[src/rtl/dom1_skinny_pkg.sv]
`default_nettype none
// +--------------------------------------------------------------------------+
// | dom1_skinny_pkg : shared types/constants for the masked SKINNY control   |
// | Revision 1.0                                                             |
// +--------------------------------------------------------------------------+
package dom1_skinny_pkg;

    typedef enum logic [1:0] {
        ST_IDLE     = 2'd0,
        ST_WAIT_RND = 2'd1,
        ST_RUN      = 2'd2,
        ST_DONE     = 2'd3
    } state_t;

    localparam int          SKINNY_PHASES = 5;
    localparam logic [5:0]  RC_INIT       = 6'h01;
    localparam logic [5:0]  RC_LAST       = 6'h1a;

    // SKINNY round-constant LFSR: shift left, feed back rc5 ^ rc4 ^ 1.
    function automatic logic [5:0] rc_step(input logic [5:0] rc);
        return {rc[4:0], rc[5] ^ rc[4] ^ 1'b1};
    endfunction

endpackage
`default_nettype wire

[src/rtl/dom1_skinny_rc_lfsr.sv]
`default_nettype none
// +--------------------------------------------------------------------------+
// | dom1_skinny_rc_lfsr : 6-bit round-constant LFSR with load and step      |
// | Revision 1.0                                                             |
// +--------------------------------------------------------------------------+
module dom1_skinny_rc_lfsr
    import dom1_skinny_pkg::*;
#(
    parameter logic [5:0] INIT = dom1_skinny_pkg::RC_INIT
) (
    input  logic       clk,
    input  logic       rst_n,
    input  logic       load,
    input  logic       step,
    output logic [5:0] rc
);

    logic [5:0] rc_d;
    logic [5:0] rc_q;

    always_comb begin
        rc_d = rc_q;
        if (load) begin
            rc_d = INIT;
        end else if (step) begin
            rc_d = rc_step(rc_q);
        end
    end

    always_ff @(posedge clk or negedge rst_n) begin
        if (!rst_n) begin
            rc_q <= INIT;
        end else begin
            rc_q <= rc_d;
        end
    end

    assign rc = rc_q;

endmodule
`default_nettype wire

[src/rtl/dom1_skinny_round_sched.sv]
`default_nettype none
// +--------------------------------------------------------------------------+
// | dom1_skinny_round_sched : stall-capable round/phase sequencer with PRNG  |
// | handshake for the DOM-masked SKINNY-128-384+ datapath. Revision 1.0      |
// +--------------------------------------------------------------------------+
module dom1_skinny_round_sched
    import dom1_skinny_pkg::*;
#(
    parameter int         NUM_ROUNDS = 40,
    parameter logic [5:0] RC_INIT    = 6'h01
) (
    input  logic                     clk,
    input  logic                     rst_n,
    input  logic                     start,
    output logic                     start_ready,
    input  logic                     abort,
    output logic                     rnd_req,
    input  logic                     rnd_ack,
    output logic                     rnd_ld,
    output logic [SKINNY_PHASES-1:0] en,
    output logic [5:0]               rnd_cnst,
    output logic [5:0]               round,
    output logic                     busy,
    output logic                     done
);

    localparam logic [5:0]               LAST_ROUND = 6'(NUM_ROUNDS - 1);
    localparam logic [SKINNY_PHASES-1:0] PH_FIRST   = {{(SKINNY_PHASES-1){1'b0}}, 1'b1};

    state_t                   state_d, state_q;
    logic [SKINNY_PHASES-1:0] en_d, en_q;
    logic [5:0]               round_d, round_q;
    logic                     rc_load;
    logic                     rc_adv;
    logic                     last_phase;
    logic                     last_round;

    assign last_phase = en_q[SKINNY_PHASES-1];
    assign last_round = (round_q == LAST_ROUND);

    always_comb begin
        state_d = state_q;
        en_d    = en_q;
        round_d = round_q;
        rc_load = 1'b0;
        rc_adv  = 1'b0;
        if (abort) begin
            state_d = ST_IDLE;
            en_d    = '0;
        end else begin
            case (state_q)
                ST_IDLE: begin
                    if (start) begin
                        state_d = ST_WAIT_RND;
                        round_d = '0;
                        rc_load = 1'b1;
                    end
                end
                ST_WAIT_RND: begin
                    if (rnd_ack) begin
                        state_d = ST_RUN;
                        en_d    = PH_FIRST;
                    end
                end
                ST_RUN: begin
                    if (!last_phase) begin
                        en_d = {en_q[SKINNY_PHASES-2:0], en_q[SKINNY_PHASES-1]};
                    end else if (last_round) begin
                        state_d = ST_DONE;
                        en_d    = '0;
                    end else begin
                        round_d = round_q + 6'd1;
                        rc_adv  = 1'b1;
                        // Prefetched word already here: next round starts without a bubble.
                        if (rnd_ack) begin
                            en_d = PH_FIRST;
                        end else begin
                            state_d = ST_WAIT_RND;
                            en_d    = '0;
                        end
                    end
                end
                default: begin
                    state_d = ST_IDLE;
                end
            endcase
        end
    end

    always_ff @(posedge clk or negedge rst_n) begin
        if (!rst_n) begin
            state_q <= ST_IDLE;
            en_q    <= '0;
            round_q <= '0;
        end else begin
            state_q <= state_d;
            en_q    <= en_d;
            round_q <= round_d;
        end
    end

    dom1_skinny_rc_lfsr #(
        .INIT (RC_INIT)
    ) u_rc_lfsr (
        .clk   (clk),
        .rst_n (rst_n),
        .load  (rc_load),
        .step  (rc_adv),
        .rc    (rnd_cnst)
    );

    assign rnd_req     = (state_q == ST_WAIT_RND) ||
                         ((state_q == ST_RUN) && last_phase && !last_round);
    assign rnd_ld      = rnd_req && rnd_ack;
    assign start_ready = (state_q == ST_IDLE);
    assign busy        = (state_q == ST_WAIT_RND) || (state_q == ST_RUN);
    assign done        = (state_q == ST_DONE);
    assign en          = en_q;
    assign round       = round_q;

endmodule
`default_nettype wire

[config.mk]
export PLATFORM = sky130hd
export DESIGN_NAME = dom1_skinny_round_sched
export DESIGN_NICKNAME = d
export VERILOG_FILES = /design/src/rtl/dom1_skinny_pkg.sv /design/src/rtl/dom1_skinny_rc_lfsr.sv /design/src/rtl/dom1_skinny_round_sched.sv
export SDC_FILE = /design/constraint.sdc
export NUM_CORES = 1
export LEC_CHECK = 0
export ABC_AREA = 1
export BUFFER_PORTS_ARGS = -buffer_cell sky130_fd_sc_hd__clkbuf_2
export CORE_MARGIN = 1.5
export CORE_UTILIZATION = 55
export CTS_BUF_LIST = sky130_fd_sc_hd__clkbuf_8
export CTS_CLUSTER_SIZE = 14
export DETAILED_ROUTE_END_ITERATION = 8
export HOLD_SLACK_MARGIN = 0.06
export PLACE_DENSITY = 0.86
export SLEW_MARGIN = 25
export SYNTH_ARGS = -nofsm -noshare
export SYNTH_HDL_FRONTEND = slang
export SYNTH_SLANG_ARGS = --single-unit
[constraint.sdc]
create_clock -name clk -period 1.79 [get_ports clk]
set_input_delay 0.0895 -clock clk [delete_from_list [all_inputs] [get_ports clk]]
set_output_delay 0.0895 -clock clk [all_outputs]
set_load 0.1 [all_outputs]
-- After elaboration in Yosys (flattened, before gate mapping)
Cells that the tools add are included.
- register bits after elaboration: 19
- bits of input ports: 5
- word-level logic and storage cells: 58
- bitwise operators: 3
- $add $sub $neg: 1
- reductions and logical operators: 13
- equality and inequality tests: 11
- mux-type cells: 26
- operator list (cell ; count):
    6-bit 2-to-1 mux ; 5
    5-bit 2-to-1 mux ; 3
    2-bit 2-to-1 mux ; 6
    6-bit case mux with 2 select lines ; 1
    5-bit case mux with 2 select lines ; 1
    1-bit 2-to-1 mux ; 9
    6-bit by 1-bit adder with 6-bit output (second input constant) ; 1
    6-bit == test (second input constant) ; 1
    2-bit != test (second input constant) ; 3
    3-bit != test (second input constant) ; 2
    2-bit case mux with 3 select lines ; 1
    5-bit AND reduction ; 1
    2-bit == test (second input constant) ; 2
    4-bit != test (second input constant) ; 1
    4-bit AND reduction ; 1
    2-bit nonzero test ; 2
    1-bit logical AND ; 3
    3-bit by 2-bit != test with 1-bit output (second input constant) ; 1
    3-bit nonzero test ; 1
    2-bit by 1-bit == test with 1-bit output (second input constant) ; 1
    2-bit logical NOT ; 1
    1-bit logical OR ; 2
    1-bit NOT ; 2
    2-bit AND reduction ; 1
    other kinds (2) ; 2

-- Longest topological paths before layout
- depth in word-level cells: 7
- depth in mapped cells: 10
- depth with buffers taken out: 9

-- By module
A second synthesis with hierarchy kept.
- cells, all modules: 139
- area total of the unflattened synthesis: 1083.5 µm²
- modules (own cells, without submodules) (module ; area each (µm²) ; sequential area each (µm²) ; cells an instance ; instances):
    dom1_skinny_round_sched ; 832.0 ; 325.3 ; 111 ; 1
    dom1_skinny_rc_lfsr ; 251.5 ; 151.4 ; 28 ; 1

-- Least setup slack after synthesis
No wires, ideal clock.
- path kind: reg-to-output
- start: reg round_q[0], in the netlist round[0]
- end: out rnd_ld
- cell stages (with the launch flop): 7
- slack: -1.286 ns
- required time: 1.701 ns
- arrival time: 2.986 ns
- path buffers: 0
- path through: dfrtp_1 -> ha_1 -> nand2_1 -> inv_1 -> nand3_4 -> nand2_2 -> a21oi_1
- cells in the longest elaborated chain, start to end: 5
- ends and longest elaborated chain (element ; line ; text):
    start: declaration ; dom1_skinny_round_sched.sv:32 ; logic [5:0] round_d, round_q;
    start signal: assignment ; dom1_skinny_round_sched.sv:98 ; round_q <= round_d;
    6-bit == test ; dom1_skinny_round_sched.sv:39 ; assign last_round = (round_q == LAST_ROUND);
    1-bit logical NOT ; dom1_skinny_round_sched.sv:113 ; ((state_q == ST_RUN) && last_phase && !last_round);
    1-bit logical AND ; dom1_skinny_round_sched.sv:113 ;
    1-bit logical OR ; dom1_skinny_round_sched.sv:112 ; assign rnd_req = (state_q == ST_WAIT_RND) ||
    1-bit logical AND ; dom1_skinny_round_sched.sv:114 ; assign rnd_ld = rnd_req && rnd_ack;
    end: declaration ; dom1_skinny_round_sched.sv:19 ; output logic rnd_ld,
Every way passes these cells.

-- Final worst setup path
Ends and elaborated chain as after synthesis.

==> impl_metrics.yaml <==
synthesis:
  ys_seq_area_frac: 0.4168
  synthCells: 141
  syn_nets: 151
  netlist_top_cells_count: "nand2_1 (44), dfrtp_1 (18), inv_1 (17)"
  ys.flop_type: "dfrtp_1"
  yosysMostFrequentCell: "nand2_1"
  syn_area_sq_mm: 0.001144
  synth_area_leader_cell: "dfrtp_1"
  synth_enable_flop_cells: 0
  ys_ff_latch: 19
  synth.top_cell.area_share: 0.3939
  synth_area_leaders: "dfrtp_1 (39%), nand2_1 (14%), inv_1 (5.6%)"
  avgSynthCellArea_sq_um: 8.111
  yosysWarnings: 0
  async_flop_share: 1.000
  yosysUniqueCellTypes: 25
floorplan:
  core_region_area_sq_mm: 0.001962
  rows: 16
  io_pins: 27
  initial_core_util: 0.5829
  die_area_sq_mm: 0.002362
  die_x_microns: 48.60
  die_h_microns: 48.60
grt:
  met2_usage: 0.4361
  grt_first_pass_wirelength_microns: 4436
  use_met1: 0.2794
  grt_overflow_total: 0
  use_met3: 0.03395
  antenna_found_initial: 0
  track_usage: 0.2460
  grt_pass1_vias: 1007
  busiest_layer: "met2"
  grt_max_degree: 20
final_layout:
  nNetsFinal: 185
  antenna-diode-count: 0
  stdcell_area_sq_mm: 0.001475
  drive_gt1_frac: 0.4080
  post-route-util: 0.7519
  area_growth_pct: 28.99
timing:
  slew_headroom: 0.6408
  setup_viol: 0
  finalCritPeriodShare: 0.9793
  fmax_mhz: 570.5
  finClkSkew_ns: 0.005953
  rsz0062_at_grt: "false"
  tightest_slew_ns: 0.5411
  hold_viol: 0
  maxSlewViolCount: 0
  finalCriticalPeriod_ns: 1.753
critical_path:
  crit_start: "round[0]"
  cp_max_fo: 5
  critPathLaunchType: "flop"
  required_ns: 1.70
  r2r_slack_ns: 0.15
  end_kind: "output port"
  cp.arrival_ns: 1.66
  r2r_start: "state_q[0]"
  reg2reg_depth: 9
  path_class: "reg2out"
  worstReg2RegEnd: "round[3]"
power:
  p_int_w: 0.0009099
  p_sw_frac: 0.5337
  p_comb_frac: 0.583
  peakVddDrop_mv: 1.797
  power.switching_w: 0.001042
  clockPowerShare: 0.161
  power.leakage_nw: 0.7469
  power_density_mw_per_mm2: 1323
  pwr-share-seq: 0.256
placement:
  dpl_cell_area_sq_mm: 0.001386
  dp_hpwl_microns: 1957
  globalplace.congestion: 0.8179
  io_buffers: 26
detailed_routing:
  drc: 0
  drtIter0Drc: 33
  wire_per_inst_microns: 13.30
  via_count: 1042
  routed_wl_microns: 2673
  vias_per_cell: 5.184
  first_pass_iters: 4
  drtAntennaViolNets: 0
clock_network:
  clk_latency_ns: 0.27
  clock-sinks: 19
  htree_levels: 1
  root_buffer: "clkbuf_8"
  cts_max_path_buffers: 2
  cts_made_buffers: 3
  clkSlewWorstSetupHoldPaths_ns: 0.08
  cts_tree: "done"
outcome:
  status: "completed"
min_path:
  hold_path_end: "en[0]"
  hold_depth: 3
  min_from: "rnd_ack"
  hold_class: "in2reg"
job:
  drv_cap: 0
==> power by group through the flow <==
stage	combinational (W)	sequential [W]	clock, W
4_1_cts	0.00112	0.000498	0.000316
5_1_grt	0.00118	0.000503	0.000337
3_3_place_gp	0.00105	0.000497	0
3_5_place_dp	0.00108	0.000501	0
2_1_floorplan	0.000833	0.000595	0
6_report	0.00114	0.000499	0.000314
==> routing by layer <==
layer  wire, microns  up-vias
li1                -      516
met1            1130      477
met2            1336       41
met3             109        8
met4              96        0
met5               0        -
==> through the flow <==
step	cells	power [W]	worst slack, ns	setup TNS [ns]	hold WS [ns]
2_1_floorplan	141	0.001428	-0.06170	-0.06170	-0.2061
5_1_grt	201	0.002025	0.002255	0	0.1612
4_1_cts	200	0.001933	0.02769	0	0.1169
3_5_place_dp	194	0.001585	0.08723	0	0.06708
6_report	201	0.001951	0.03710	0	0.1176
3_3_place_gp	194	0.001550	0.2039	0	0.05451
==> repair_timing <==
item | in CTS | in global routing
pin swaps | 1 | 0
endpoints found under the hold margin | 18 | 0
setup endpoints to repair | 2 | 1
gates resized for setup | 4 | 1
hold buffers | 1 | 0
buffers inserted | 1 | 1
==> logic make-up after synthesis <==
kind of cell             Yosys count  synth area share
XOR/XNOR                           1          0.007660
buffers and inverters             23           0.08534
flip-flops                        19            0.4169
AO/OA/AOI/OAI                     12           0.06346
adder cells (fa/ha/maj)            5           0.05470
AND/OR/NAND/NOR                   81            0.3720
==> state kept, by name, indices dropped and copies added (netlist names) <==
signal	count
u_rc_lfsr.rc	6
state_q	2
en	5
round	6
==> worst max path at each step <==
stage | to | slack (ns)
after floorplan | rnd_ld | -0.06
after global routing | rnd_ld | 0.002
after detailed placement | en[2] | 0.09
after global placement | rnd_ld | 0.20
final | rnd_ld | 0.04
after CTS | rnd_ld | 0.03
==> cell usage in the layout, fill, tap and decap left out, types with 3 or more instances in the layout <==
master,n
dfrtp_1,11
ha_4,3
dfrtp_2,5
inv_2,5
buf_4,3
nor2_1,6
or2_2,3
nand2_2,4
nand2_1,43
clkbuf_8,3
o21ai_1,4
o21ai_0,3
clkbuf_2,24
nand3_2,3
nand3_1,12
inv_1,15
==> final cells by class <==
cell class,count,area [sq um]
clock inverters,1,5.005
flip-flops and latches,19,490.5
multi-input cells,99,625.6
inverters,22,86.33
repair buffers,30,192.7
fillers,164,486.7
clock buffers,3,41.29
well taps,27,33.78
==> worst max-delay path: stages (launching register included) <==
cell and delay, ns:
dfrtp_4 0.52, ha_4 0.18, nand2_1 0.05, inv_1 0.07, nand3_4 0.13, nand2_4 0.09
a21oi_4 0.17, buf_12 0.19
(Power assumes the default switching activity.)
